<file path="config.mk">
export PLATFORM = sky130hd
export DESIGN_NAME = ex_stage_mc
export DESIGN_NICKNAME = d
export VERILOG_FILES = /design/src/rtl/ex_pkg.sv /design/src/rtl/ex_stage_mc_div_iter.sv /design/src/rtl/ex_stage_mc.sv
export SDC_FILE = /design/constraint.sdc
export NUM_CORES = 2
export LEC_CHECK = 0
export ABC_AREA = 1
export BUFFER_PORTS_ARGS = -buffer_cell sky130_fd_sc_hd__buf_2
export CORE_MARGIN = 2
export CORE_UTILIZATION = 45
export DETAILED_ROUTE_END_ITERATION = 6
export PLACE_DENSITY_LB_ADDON = 0.08
export SLEW_MARGIN = 20
export SYNTH_ARGS = -nofsm -noshare
export SYNTH_HDL_FRONTEND = slang
export SYNTH_SLANG_ARGS = --single-unit
</file>
<file path="constraint.sdc">
create_clock -name clk -period 3.9 [get_ports clk]
set_clock_uncertainty 0.1 [all_clocks]
set_input_delay 0.195 -clock clk [delete_from_list [all_inputs] [get_ports clk]]
set_output_delay 0.195 -clock clk [all_outputs]
set_load 0.03 [all_outputs]
</file>
<file path="src/rtl/ex_pkg.sv">
// Shared definitions for the execute stage.
// Contents: memory size codes, div_op bit positions, one-hot ALU op indices,
// divider FSM state type and the store byte-enable helper.
package ex_pkg;

  localparam logic [1:0] MEM_SIZE_B = 2'd0;
  localparam logic [1:0] MEM_SIZE_H = 2'd1;
  localparam logic [1:0] MEM_SIZE_W = 2'd2;
  localparam logic [1:0] MEM_SIZE_D = 2'd3;

  // div_op = {en, is_mod, is_unsigned}
  localparam int unsigned DIV_EN  = 2;
  localparam int unsigned DIV_MOD = 1;
  localparam int unsigned DIV_UNS = 0;

  localparam int unsigned ALU_ADD  = 0;
  localparam int unsigned ALU_SUB  = 1;
  localparam int unsigned ALU_SLT  = 2;
  localparam int unsigned ALU_SLTU = 3;
  localparam int unsigned ALU_AND  = 4;
  localparam int unsigned ALU_NOR  = 5;
  localparam int unsigned ALU_OR   = 6;
  localparam int unsigned ALU_XOR  = 7;
  localparam int unsigned ALU_SLL  = 8;
  localparam int unsigned ALU_SRL  = 9;
  localparam int unsigned ALU_SRA  = 10;
  localparam int unsigned ALU_LUI  = 11;

  typedef enum logic [1:0] {
    DIV_IDLE = 2'd0,
    DIV_BUSY = 2'd1,
    DIV_DONE = 2'd2
  } div_state_e;

  // Byte-enable mask of 2^size bytes starting at lane lo (up to 8 lanes).
  function automatic logic [7:0] byte_mask(input logic [1:0] size, input logic [2:0] lo);
    logic [15:0] m;
    m = ((16'd1 << (5'd1 << size)) - 16'd1) << lo;
    return m[7:0];
  endfunction

endpackage

</file>
<file path="src/rtl/ex_stage_mc_div_iter.sv">
// Iterative radix-2 restoring divider working on operand magnitudes.
// Ports: clk/rst (sync, active-high); start begins a divide from IDLE;
// abort returns to IDLE from any state; ack releases DONE; is_signed/is_mod
// select the operation; a/b are dividend/divisor; busy/done report the FSM
// state; result is valid while done.
module div_iter
  import ex_pkg::*;
#(
  parameter int unsigned XLEN = 32
) (
  input  logic            clk,
  input  logic            rst,
  input  logic            start,
  input  logic            abort,
  input  logic            ack,
  input  logic            is_signed,
  input  logic            is_mod,
  input  logic [XLEN-1:0] a,
  input  logic [XLEN-1:0] b,
  output logic            busy,
  output logic            done,
  output logic [XLEN-1:0] result
);

  localparam int unsigned CW = $clog2(XLEN) + 1;

  div_state_e state, state_nx;

  logic [CW-1:0]   cnt;
  logic [XLEN-1:0] rem, quo, dvs, a_l, b_l;
  logic            sgn_l, mod_l;

  logic [XLEN-1:0] abs_a, abs_b;
  logic [XLEN-1:0] step_rem, step_quo, step_dvs, rem_nx, quo_nx;
  logic [XLEN:0]   shifted, diff;
  logic            take;
  logic            div_zero, neg_q, neg_r;
  logic [XLEN-1:0] q_fix, r_fix;

  assign abs_a = (is_signed & a[XLEN-1]) ? -a : a;
  assign abs_b = (is_signed & b[XLEN-1]) ? -b : b;

  // The first iteration is folded into the start edge (fed straight from the
  // operands), so only XLEN-1 BUSY cycles follow and the instruction sits in
  // EX for XLEN+1 cycles in total.
  always_comb begin
    step_rem = (state == DIV_IDLE) ? '0    : rem;
    step_quo = (state == DIV_IDLE) ? abs_a : quo;
    step_dvs = (state == DIV_IDLE) ? abs_b : dvs;
    shifted  = {step_rem, step_quo[XLEN-1]};
    diff     = shifted - {1'b0, step_dvs};
    take     = ~diff[XLEN];
    rem_nx   = take ? diff[XLEN-1:0] : shifted[XLEN-1:0];
    quo_nx   = {step_quo[XLEN-2:0], take};
  end

  always_ff @(posedge clk) begin
    if (rst) state <= DIV_IDLE;
    else     state <= state_nx;
  end

  always_comb begin
    state_nx = state;
    unique case (state)
      DIV_IDLE: if (start && !abort) state_nx = DIV_BUSY;
      DIV_BUSY: begin
        if (abort)                        state_nx = DIV_IDLE;
        else if (cnt == CW'(XLEN - 1))    state_nx = DIV_DONE;
      end
      DIV_DONE: if (abort || ack) state_nx = DIV_IDLE;
      default:  state_nx = DIV_IDLE;
    endcase
  end

  always_comb begin
    busy = (state == DIV_BUSY);
    done = (state == DIV_DONE);
  end

  always_ff @(posedge clk) begin
    if (rst) begin
      cnt   <= '0;
      rem   <= '0;
      quo   <= '0;
      dvs   <= '0;
      a_l   <= '0;
      b_l   <= '0;
      sgn_l <= 1'b0;
      mod_l <= 1'b0;
    end else if (state == DIV_IDLE && start && !abort) begin
      cnt   <= CW'(1);
      rem   <= rem_nx;
      quo   <= quo_nx;
      dvs   <= abs_b;
      a_l   <= a;
      b_l   <= b;
      sgn_l <= is_signed;
      mod_l <= is_mod;
    end else if (state == DIV_BUSY && !abort) begin
      cnt <= cnt + CW'(1);
      rem <= rem_nx;
      quo <= quo_nx;
    end
  end

  // MIN / -1 falls out naturally: |MIN| / 1 = MIN, and negating MIN is MIN.
  always_comb begin
    div_zero = (b_l == '0);
    neg_q    = sgn_l & (a_l[XLEN-1] ^ b_l[XLEN-1]);
    neg_r    = sgn_l & a_l[XLEN-1];
    q_fix    = neg_q ? -quo : quo;
    r_fix    = neg_r ? -rem : rem;
    result   = '0;
    if (done) begin
      if (mod_l) result = div_zero ? a_l : r_fix;
      else       result = div_zero ? '1  : q_fix;
    end
  end

endmodule

</file>
<file path="src/rtl/ex_stage_mc.sv">
// Execute stage with multi-cycle divide, sub-word memory access and
// forwarding. Sits between ID and MA with valid/allowin handshakes.
// Ports: clk/rst (sync, active-high); id_* instruction fields from ID;
// ma_allowin / ex_allowin / ex_valid handshake; ex_flush kills the resident
// instruction; ex_* fields to MA; ex_fwd_* forwarding bus to ID;
// data_sram_* request to the data SRAM (byte enables, lane-replicated data).
module ex_stage_mc
  import ex_pkg::*;
#(
  parameter  int unsigned XLEN    = 32,
  parameter  int unsigned ALUOP_W = 12,
  localparam int unsigned NLANE   = XLEN / 8
) (
  input  logic               clk,
  input  logic               rst,
  input  logic               id_valid,
  input  logic               ma_allowin,
  output logic               ex_allowin,
  output logic               ex_valid,
  input  logic               ex_flush,
  input  logic [XLEN-1:0]    id_pc,
  input  logic [ALUOP_W-1:0] id_alu_op,
  input  logic               id_src1_is_pc,
  input  logic               id_src2_is_imm,
  input  logic [XLEN-1:0]    id_imm,
  input  logic [XLEN-1:0]    id_rj,
  input  logic [XLEN-1:0]    id_rkd,
  input  logic [4:0]         id_dest,
  input  logic               id_gr_we,
  input  logic               id_mem_en,
  input  logic               id_mem_we,
  input  logic [1:0]         id_mem_size,
  input  logic               id_mem_unsigned,
  input  logic [2:0]         id_div_op,
  output logic [XLEN-1:0]    ex_pc,
  output logic [XLEN-1:0]    ex_result,
  output logic [4:0]         ex_dest,
  output logic               ex_gr_we,
  output logic               ex_res_from_mem,
  output logic               ex_mem_unsigned,
  output logic [1:0]         ex_mem_size,
  output logic [2:0]         ex_addr_lo,
  output logic               ex_misalign,
  output logic               ex_fwd_valid,
  output logic [4:0]         ex_fwd_dest,
  output logic [XLEN-1:0]    ex_fwd_data,
  output logic               ex_fwd_ready,
  output logic               data_sram_en,
  output logic [NLANE-1:0]   data_sram_we,
  output logic [XLEN-1:0]    data_sram_addr,
  output logic [XLEN-1:0]    data_sram_wdata
);

  localparam int unsigned LANE_BITS = $clog2(NLANE);
  localparam int unsigned SHW       = $clog2(XLEN);

  if (XLEN != 32 && XLEN != 64) begin : g_bad_xlen
    $error("ex_stage_mc: XLEN must be 32 or 64");
  end

  logic               valid, first;
  logic [XLEN-1:0]    pc_l, imm_l, rj_l, rkd_l;
  logic [ALUOP_W-1:0] alu_op_l;
  logic               src1_is_pc_l, src2_is_imm_l;
  logic [4:0]         dest_l;
  logic               gr_we_l, mem_en_l, mem_we_l, mem_unsigned_l;
  logic [1:0]         mem_size_l;
  logic [2:0]         div_op_l;

  logic               readygo;
  logic               div_busy, div_done;
  logic [XLEN-1:0]    div_result;

  logic [XLEN-1:0]    src1, src2, alu_result, addr;
  logic [SHW-1:0]     shamt;
  logic               slt, sltu;

  logic [2:0]         mis_mask, lane_lo;
  logic               misalign_raw, mem_req;
  logic [NLANE-1:0]   lane_mask;
  int unsigned        rep;

  // Handshake and pipeline valid. Flush wins over a simultaneous latch;
  // first marks the entry cycle so a stalled memory op never re-issues.
  assign readygo    = ~div_op_l[DIV_EN] | div_done;
  assign ex_allowin = ~valid | (readygo & ma_allowin);
  assign ex_valid   = valid & readygo & ~ex_flush;

  always_ff @(posedge clk) begin
    if (rst) begin
      valid <= 1'b0;
      first <= 1'b0;
    end else if (ex_allowin) begin
      valid <= id_valid & ~ex_flush;
      first <= id_valid & ~ex_flush;
    end else begin
      valid <= valid & ~ex_flush;
      first <= 1'b0;
    end
  end

  always_ff @(posedge clk) begin
    if (rst) begin
      pc_l           <= '0;
      alu_op_l       <= '0;
      src1_is_pc_l   <= 1'b0;
      src2_is_imm_l  <= 1'b0;
      imm_l          <= '0;
      rj_l           <= '0;
      rkd_l          <= '0;
      dest_l         <= '0;
      gr_we_l        <= 1'b0;
      mem_en_l       <= 1'b0;
      mem_we_l       <= 1'b0;
      mem_size_l     <= '0;
      mem_unsigned_l <= 1'b0;
      div_op_l       <= '0;
    end else if (id_valid && ex_allowin) begin
      pc_l           <= id_pc;
      alu_op_l       <= id_alu_op;
      src1_is_pc_l   <= id_src1_is_pc;
      src2_is_imm_l  <= id_src2_is_imm;
      imm_l          <= id_imm;
      rj_l           <= id_rj;
      rkd_l          <= id_rkd;
      dest_l         <= id_dest;
      gr_we_l        <= id_gr_we;
      mem_en_l       <= id_mem_en;
      mem_we_l       <= id_mem_we;
      mem_size_l     <= id_mem_size;
      mem_unsigned_l <= id_mem_unsigned;
      div_op_l       <= id_div_op;
    end
  end

  // ALU: one-hot select as an AND-OR mux so an all-zero op yields zero.
  assign src1  = src1_is_pc_l  ? pc_l  : rj_l;
  assign src2  = src2_is_imm_l ? imm_l : rkd_l;
  assign shamt = src2[SHW-1:0];
  assign slt   = $signed(src1) < $signed(src2);
  assign sltu  = src1 < src2;

  always_comb begin
    alu_result = ({XLEN{alu_op_l[ALU_ADD]}}  & (src1 + src2))
               | ({XLEN{alu_op_l[ALU_SUB]}}  & (src1 - src2))
               | ({XLEN{alu_op_l[ALU_SLT]}}  & {{(XLEN-1){1'b0}}, slt})
               | ({XLEN{alu_op_l[ALU_SLTU]}} & {{(XLEN-1){1'b0}}, sltu})
               | ({XLEN{alu_op_l[ALU_AND]}}  & (src1 & src2))
               | ({XLEN{alu_op_l[ALU_NOR]}}  & ~(src1 | src2))
               | ({XLEN{alu_op_l[ALU_OR]}}   & (src1 | src2))
               | ({XLEN{alu_op_l[ALU_XOR]}}  & (src1 ^ src2))
               | ({XLEN{alu_op_l[ALU_SLL]}}  & (src1 << shamt))
               | ({XLEN{alu_op_l[ALU_SRL]}}  & (src1 >> shamt))
               | ({XLEN{alu_op_l[ALU_SRA]}}  & XLEN'($signed(src1) >>> shamt))
               | ({XLEN{alu_op_l[ALU_LUI]}}  & src2);
  end

  div_iter #(
    .XLEN(XLEN)
  ) u_div (
    .clk      (clk),
    .rst      (rst),
    .start    (valid & div_op_l[DIV_EN]),
    .abort    (ex_flush),
    .ack      (ma_allowin),
    .is_signed(~div_op_l[DIV_UNS]),
    .is_mod   (div_op_l[DIV_MOD]),
    .a        (rj_l),
    .b        (rkd_l),
    .busy     (div_busy),
    .done     (div_done),
    .result   (div_result)
  );

  // Memory access
  assign addr         = alu_result;
  assign mis_mask     = 3'((4'd1 << mem_size_l) - 4'd1);
  assign misalign_raw = |(addr[2:0] & mis_mask);
  assign lane_lo      = 3'(addr[LANE_BITS-1:0]);
  assign lane_mask    = NLANE'(byte_mask(mem_size_l, lane_lo));
  assign mem_req      = valid & first & mem_en_l & ~misalign_raw & ~ex_flush;

  // Replicate the low 2^size bytes of rkd across every lane.
  always_comb begin
    unique case (mem_size_l)
      MEM_SIZE_B: rep = 0;
      MEM_SIZE_H: rep = 1;
      MEM_SIZE_W: rep = 3;
      default:    rep = 7;
    endcase
    rep = rep & (NLANE - 1);
    data_sram_wdata = '0;
    for (int unsigned i = 0; i < NLANE; i++) begin
      data_sram_wdata[8*i +: 8] = rkd_l[8*(i & rep) +: 8];
    end
  end

  assign data_sram_en   = mem_req;
  assign data_sram_we   = (mem_req & mem_we_l) ? lane_mask : '0;
  assign data_sram_addr = addr;

  // Outputs to MA and forwarding
  assign ex_pc           = pc_l;
  assign ex_result       = div_op_l[DIV_EN] ? div_result : alu_result;
  assign ex_dest         = dest_l;
  assign ex_gr_we        = gr_we_l;
  assign ex_res_from_mem = mem_en_l & ~mem_we_l;
  assign ex_mem_unsigned = mem_unsigned_l;
  assign ex_mem_size     = mem_size_l;
  assign ex_addr_lo      = addr[2:0];
  assign ex_misalign     = valid & mem_en_l & misalign_raw;

  assign ex_fwd_valid = valid & gr_we_l & (dest_l != 5'd0) & ~ex_flush;
  assign ex_fwd_dest  = dest_l;
  assign ex_fwd_data  = ex_result;
  assign ex_fwd_ready = valid & readygo & ~ex_res_from_mem;

endmodule

</file>
# Word-level counts from Yosys, hierarchy flattened
# Cells that the tools add are included.
[word_totals]
register_bits = 328
in_bits = 161
output_inout_bits = 188
elab_cells = 163
[op_classes]
add_sub_neg = 10
magnitude_cmp = 2
n_eq_ne = 8
shifts = 10
n_mux = 29
n_bitwise = 62
reduce_logical = 16
[ops]
columns = ["cell", "count"]
rows = [
  ["$mux W32", 19],
  ["$or A32 B32 Y32", 12],
  ["$and A32 B32 Y32", 11],
  ["$neg A32 Y32", 4],
  ["$and A32 B1 Y32", 2],
  ["$lt A32 B32 Y1", 2],
  ["$shiftx A32 B6 Y8", 2],
  ["$sub A33 B32 Y33", 1],
  ["$add A32 B32 Y32", 1],
  ["$logic_not A32 Y1", 1],
  ["$not A32 Y32", 1],
  ["$shiftx A32 B5 Y8", 1],
  ["$shl A32 B5 Y32", 1],
  ["$shr A32 B5 Y32", 1],
  ["$sshr A32 B5 Y32", 1],
  ["$sub A32 B32 Y32", 1],
  ["$xor A32 B32 Y32", 1],
  ["$and A1 B1 Y1", 22],
  ["$shl A1 B5 Y16 const A", 1],
  ["$shl A16 B2 Y4", 1],
  ["$sub A16 B1 Y16 const B", 1],
  ["$pmux W2 S3", 2],
  ["$not A1 Y1", 9],
  ["$mux W2", 4],
  ["other kinds (24)", 35],
]

# Logic depth before layout (Yosys ltp)
[logic_depth]
depth_word = 21
ltp_mapped = 27
ltp_nobuf = 26

# Cells and area by module
# Synthesis repeated with hierarchy kept, for this count alone.
[unflattened]
cells_unflattened = 5432
area_unflattened_um2 = 31129.9
[modules_own_cells]
columns = ["module", "instances", "cells_each", "area_each_um2", "seq_area_each_um2"]
rows = [
  ["ex_stage_mc", 1, 2905, 16644.7, 3163.0],
  ["div_iter", 1, 2527, 14485.1, 3383.2],
]

# Least setup slack after synthesis
# OpenSTA, ideal clock, no wires.
[synth_path]
path_kind = "flip-flop to output port"
start = "register src2_is_imm_l"
end = "output port ex_result[23]"
arrival_time_ns = 3.637
required_time_ns = 3.605
slack_ns = -0.032
path_stages_with_launch = 20
n_path_buf = 4
cell_sequence = "dfxtp_1 > inv_1 > clkbuf_1 > clkbuf_1 > or2_2 > o21ai_0 > ha_1 > clkbuf_1 > inv_1 > a21oi_1 > o21ai_0 > a21oi_1 > nand3_1 > a21o_1 > or2_2 > nand3_1 > nand4_1 > nand2_1 > nand2_1 > buf_4"
[synth_between]
elab_chain_cells = 15
elab_cells_between_ends = 32
cone_classes = "add/sub (2); shift (3); mux (2); bitwise (25)"
[synth_lines]
columns = ["element", "line", "rtl"]
rows = [
  ["from (decl)", "ex_stage_mc.sv:64", "logic src1_is_pc_l, src2_is_imm_l;"],
  ["from (signal assigned)", "ex_stage_mc.sv:122", "src2_is_imm_l <= id_src2_is_imm;"],
  ["$mux W32 (*)", "ex_stage_mc.sv:138", "assign src2 = src2_is_imm_l ? imm_l : rkd_l;"],
  ["$add A32 B32 Y32 or $sub A32 B32 Y32 (tied branches)", "ex_stage_mc.sv:144, ex_stage_mc.sv:145", ""],
  ["$and A32 B32 Y32, on equally long branches", "ex_stage_mc.sv:144, ex_stage_mc.sv:145", ""],
  ["$or A32 B32 Y32", "ex_stage_mc.sv:145", "| ({XLEN{alu_op_l[ALU_SUB]}} & (src1 - src2))"],
  ["$or A32 B32 Y32", "ex_stage_mc.sv:146", "| ({XLEN{alu_op_l[ALU_SLT]}} & {{(XLEN-1){1'b0}}, slt})"],
  ["$or A32 B32 Y32", "ex_stage_mc.sv:147", "| ({XLEN{alu_op_l[ALU_SLTU]}} & {{(XLEN-1){1'b0}}, sltu})"],
  ["$or A32 B32 Y32", "ex_stage_mc.sv:148", "| ({XLEN{alu_op_l[ALU_AND]}} & (src1 & src2))"],
  ["$or A32 B32 Y32", "ex_stage_mc.sv:149", "| ({XLEN{alu_op_l[ALU_NOR]}} & ~(src1 | src2))"],
  ["$or A32 B32 Y32", "ex_stage_mc.sv:150", "| ({XLEN{alu_op_l[ALU_OR]}} & (src1 | src2))"],
  ["$or A32 B32 Y32", "ex_stage_mc.sv:151", "| ({XLEN{alu_op_l[ALU_XOR]}} & (src1 ^ src2))"],
  ["$or A32 B32 Y32", "ex_stage_mc.sv:152", "| ({XLEN{alu_op_l[ALU_SLL]}} & (src1 << shamt))"],
  ["$or A32 B32 Y32", "ex_stage_mc.sv:153", "| ({XLEN{alu_op_l[ALU_SRL]}} & (src1 >> shamt))"],
  ["$or A32 B32 Y32", "ex_stage_mc.sv:154", "| ({XLEN{alu_op_l[ALU_SRA]}} & XLEN'($signed(src1) >>> shamt))"],
  ["$or A32 B32 Y32 (*)", "ex_stage_mc.sv:155", "| ({XLEN{alu_op_l[ALU_LUI]}} & src2);"],
  ["via data_sram_addr[23]", "ex_stage_mc.sv:50", "output logic [XLEN-1:0] data_sram_addr,"],
  ["$mux W32 (*)", "ex_stage_mc.sv:204", "assign ex_result = div_op_l[DIV_EN] ? div_result : alu_result;"],
  ["to (decl)", "ex_stage_mc.sv:36", "output logic [XLEN-1:0] ex_result,"],
]
# The timed path passes the listed nets; every way through them passes the cells marked *.

# Worst setup path after layout
[layout_path]
start = "register src2_is_imm_l"
end = "output port data_sram_we[0]"
[layout_between]
elab_chain_cells = 21
elab_cells_between_ends = 43
cone_classes = "add/sub (2); order compare (2); shift (4); mux (2); bitwise (32); reduce/logical (1)"
[layout_lines]
columns = ["element", "line", "rtl"]
rows = [
  ["$mux W32 (*)", "ex_stage_mc.sv:138", ""],
  ["$add A32 B32 Y32 or $sub A32 B32 Y32 (tied branches)", "ex_stage_mc.sv:144, ex_stage_mc.sv:145", ""],
  ["$and A32 B32 Y32, on equally long branches", "ex_stage_mc.sv:144, ex_stage_mc.sv:145", ""],
  ["$or A32 B32 Y32", "ex_stage_mc.sv:145", ""],
  ["$or A32 B32 Y32", "ex_stage_mc.sv:146", ""],
  ["$or A32 B32 Y32", "ex_stage_mc.sv:147", ""],
  ["$or A32 B32 Y32", "ex_stage_mc.sv:148", ""],
  ["$or A32 B32 Y32", "ex_stage_mc.sv:149", ""],
  ["[... 4 more ...]", "-", ""],
  ["$or A32 B32 Y32", "ex_stage_mc.sv:154", ""],
  ["$or A32 B32 Y32 (*)", "ex_stage_mc.sv:155", ""],
  ["$and A3 B3 Y3", "ex_stage_mc.sv:178", "assign misalign_raw = |(addr[2:0] & mis_mask);"],
  ["$reduce_or A3 Y1", "ex_stage_mc.sv:178", ""],
  ["$not A1 Y1", "ex_stage_mc.sv:181", "assign mem_req = valid & first & mem_en_l & ~misalign_raw & ~ex_flush;"],
  ["$and A1 B1 Y1 (2 in series)", "ex_stage_mc.sv:181", ""],
  ["$and A1 B1 Y1", "ex_stage_mc.sv:199", "assign data_sram_we = (mem_req & mem_we_l) ? lane_mask : '0;"],
  ["$mux W4 (*)", "ex_stage_mc.sv:199", ""],
  ["to (decl)", "ex_stage_mc.sv:49", "output logic [NLANE-1:0] data_sram_we,"],
]
# Mark *: on every way between the ends. The rest lies on a longest branch, timed or not.

==> reports/summary.json <==
{
  "run_status": {
    "status": "finished with violations",
    "failed_checks": "DRC, setup timing"
  },
  "placed_design": {
    "last_weighted_congestion_value_of_the_routability_driven_placer": 1.078,
    "port_buffers": 348,
    "place.detailed.hpwl_mm": 116.5
  },
  "synth": {
    "postSynthRegisterBits": 327,
    "cell_with_the_most_instances_after_synthesis": "sky130_fd_sc_hd__nand2_1",
    "post_synth_instance_area_um2": 28440,
    "yosys.area.top_type": "sky130_fd_sc_hd__dfxtp_1",
    "postSynthCellCount": 4724,
    "postSynthNetCount": 5025,
    "synth_top_flop_cell": "sky130_fd_sc_hd__dfxtp_1",
    "synth_seq_area_share": 0.2302,
    "synth_top_cell_area_share": 0.2302,
    "synth_cell_type_count": 66,
    "commonest_cells_in_the_synthesized_netlist": "sky130_fd_sc_hd__nand2_1, sky130_fd_sc_hd__o21ai_0, sky130_fd_sc_hd__nor2_1",
    "ys.warnings.count": 0,
    "synth_top_area_cells": "sky130_fd_sc_hd__dfxtp_1, sky130_fd_sc_hd__nand2_1, sky130_fd_sc_hd__o21ai_0",
    "synth.avg_cell_area_um2": 6.021,
    "synth_enable_flop_cells": 0,
    "async_flop_share": 0
  },
  "sta": {
    "hold-worst-slack_ns": 0.09036,
    "finalSetupViolations": 127,
    "finalHoldViolations": 0,
    "final_period_utilization": 1.178,
    "tightestPinTransition_ns": 0.9322,
    "setup_slack_of_the_critical_path_after_layout_ns": -0.6924,
    "grt_setup_unrepaired": "true",
    "maxSlewHeadroom": 0.3785,
    "finalCriticalPeriod_ns": 4.592,
    "achievable-frequency_mhz": 217.7,
    "timing_max_transition_violations_final": 0,
    "fin_setup_tns_ns": -48.34
  },
  "clock_tree": {
    "clk_pin_slew_ns": 0.06,
    "clkLatencyLatePin_ns": 0.60,
    "clockBufferDepth": 3,
    "clock_tree.root_cell": "sky130_fd_sc_hd__clkbuf_16",
    "tritoncts.num_buffers": 39,
    "cts_tree": "built",
    "clock_sinks": 327,
    "h-tree-depth": 2
  },
  "critical_path": {
    "timing.reg2reg.setup_slack_ns": -0.24,
    "worstSetupEndpointType": "output pin",
    "max_fo_critical_path": 7,
    "worst-setup-path-type": "reg -> out",
    "cp.arrival_ns": 4.30,
    "required_ns": 3.61,
    "crit_path_start_kind": "flip-flop"
  },
  "global_routing": {
    "groute.usage.overall": 0.4460,
    "grt_pass1_vias": 35700,
    "antenna_violations_before_repair": 6,
    "grt_pass1_wl_mm": 223.1,
    "gr-total-overflow": 0,
    "grt_max_degree": 154
  },
  "finish": {
    "areaGrowthSynthToFinish_pct": 54.36,
    "finalNetCount": 6071,
    "utilization": 0.6998,
    "n_fill_cell": 5236,
    "drive_above_1_share": 0.3437
  },
  "floorplan": {
    "initial_utilization": 0.4534,
    "core-area_um2": 62740,
    "dieArea_um2": 65230,
    "io_pins": 349,
    "die_height_um": 255.4,
    "num_rows": 92,
    "die_w_um": 255.4
  },
  "power_and_ir_drop": {
    "vdd_drop_max_mv": 0.3431,
    "leakage_component_of_the_power_nw": 20.02,
    "power_density_nw_per_um2": 406.4,
    "totalPowerFinal_mw": 17.84
  },
  "route": {
    "vias": 39900,
    "postRouteAntennaNets": 0,
    "route.detailed.vias_per_inst": 6.006,
    "drt_wl_total_mm": 164.3,
    "drc": 12,
    "drt-pass1-iter-count": 7,
    "wire_per_inst_um": 24.74,
    "starting_drc_count_in_detailed_routing": 5570
  },
  "min_path": {
    "worst_hold_path_type": "in -> reg"
  },
  "run": {
    "max-cap-violations": 0
  }
}
[flip-flops by register name (all words and copies together) (netlist names), 2 cells and up]
name         flops
u_div.rem       32
u_div.b_l       32
u_div.quo       32
u_div.cnt        6
ex_dest          5
rj_l            32
ex_pc           32
rkd_l           32
alu_op_l        12
ex_mem_size      2
u_div.dvs       31
u_div.state      2
u_div.a_l       32
imm_l           32
div_op_l         3
[layer usage]
metal / wire length, um / global-route usage / part of all wire
met1: 62940 / 0.5871 / 0.38
met2: 69160 / 0.6908 / 0.42
met3: 19130 / 0.07897 / 0.12
met4: 12940 / 0.2441 / 0.079
met5: 166 / 0 / 0.0010
[per-stage QoR]
| step | std cells | setup slack [ns] | cell area (um2) |
|---|---|---|---|
| detailed placement | 6237 | -0.3397 | 34630 |
| finish | 6643 | -0.6924 | 43900 |
| CTS | 6544 | -0.2041 | 40750 |
| global route | 6642 | -0.6691 | 43900 |
| floorplan | 4724 | -0.005802 | 28450 |
| global placement | 6237 | -0.3038 | 34630 |
[area by class of cell]
class | count | area, um2 | share of cell area
diodes | 2 | 5.005 | 0.0001140
multi-input cells | 3654 | 22550 | 0.5137
inverters | 449 | 1747 | 0.03978
repair buffers | 1299 | 10780 | 0.2456
clock buffers | 55 | 1086 | 0.02474
flip-flops and latches | 327 | 6558 | 0.1494
well taps | 846 | 1059 | 0.02411
clock inverters | 11 | 117.6 | 0.002679
[power by group]
part / leakage (nW) / total, mW / internal, mW / switching, mW
combinational: 16.8 / 10.5 / 4.13 / 6.40
sequential: 2.68 / 3.67 / 3.49 / 0.181
clock: 0.581 / 3.64 / 1.96 / 1.68
total: 20.0 / 17.8 / 9.58 / 8.26
[cell usage in the layout, fill, tap and decap left out, types with 98 or more instances in the layout]
cell type / count
sky130_fd_sc_hd__nand2_1: 856
sky130_fd_sc_hd__buf_4: 649
sky130_fd_sc_hd__o21ai_0: 539
sky130_fd_sc_hd__nor2_1: 488
sky130_fd_sc_hd__inv_1: 362
sky130_fd_sc_hd__dfxtp_1: 322
sky130_fd_sc_hd__a21oi_1: 285
sky130_fd_sc_hd__buf_2: 256
sky130_fd_sc_hd__nand3_1: 223
sky130_fd_sc_hd__buf_6: 192
sky130_fd_sc_hd__dlygate4sd3_1: 159
sky130_fd_sc_hd__nand2_2: 127
sky130_fd_sc_hd__xor2_1: 98
[what timing repair did]
action	CTS	global route
gates resized for setup	774	642
endpoints found under the hold margin	159	0
setup endpoints to repair	138	135
pin swaps	118	193
buffers inserted	78	92
hold buffers	159	0
cloned	5	8
[worst max-delay path, stage by stage (launching register included)]
cell and delay [ns]:
sky130_fd_sc_hd__dfxtp_4 0.40, sky130_fd_sc_hd__clkinv_8 0.10, sky130_fd_sc_hd__buf_12 0.15, sky130_fd_sc_hd__or2_2 0.28
sky130_fd_sc_hd__o21ai_2 0.07, sky130_fd_sc_hd__buf_6 0.17, sky130_fd_sc_hd__ha_1 0.52, sky130_fd_sc_hd__inv_1 0.13
sky130_fd_sc_hd__o21ai_2 0.23, sky130_fd_sc_hd__a21oi_2 0.06, sky130_fd_sc_hd__nand2_2 0.08, sky130_fd_sc_hd__nand2_1 0.08
sky130_fd_sc_hd__nand2_2 0.13, sky130_fd_sc_hd__nand2_4 0.09, sky130_fd_sc_hd__nand2_1 0.07, sky130_fd_sc_hd__nand2_1 0.06
sky130_fd_sc_hd__nand3_2 0.08, sky130_fd_sc_hd__nand3_4 0.16, sky130_fd_sc_hd__nand2_4 0.12, sky130_fd_sc_hd__nand3_4 0.10
sky130_fd_sc_hd__nor2_4 0.16, sky130_fd_sc_hd__nand3_2 0.13, sky130_fd_sc_hd__nor2_1 0.13, sky130_fd_sc_hd__buf_4 0.17
[kinds of logic after synthesis]
| logic type | Yosys count | share of synthesized area |
|---|---|---|
| buffers and inverters | 743 | 0.1114 |
| flip-flops | 327 | 0.2302 |
| multiplexers | 6 | 0.002112 |
| AND/OR/NAND/NOR | 2102 | 0.3102 |
| XOR/XNOR | 119 | 0.03664 |
| adder cells (fa/ha/maj) | 140 | 0.06238 |
| AO/OA/AOI/OAI | 1287 | 0.2471 |
[worst paths after layout]
path / from / end / cells past startpoint
max: src2_is_imm_l / data_sram_we[0] / 23
min: rst / u_div.quo[4] / 2
max reg2reg: rkd_l[1] / u_div.rem[16] / 26
min reg2reg: u_div.a_l[17] / u_div.a_l[17] / 2
Note: power is estimated with default switching activity, not from simulation.
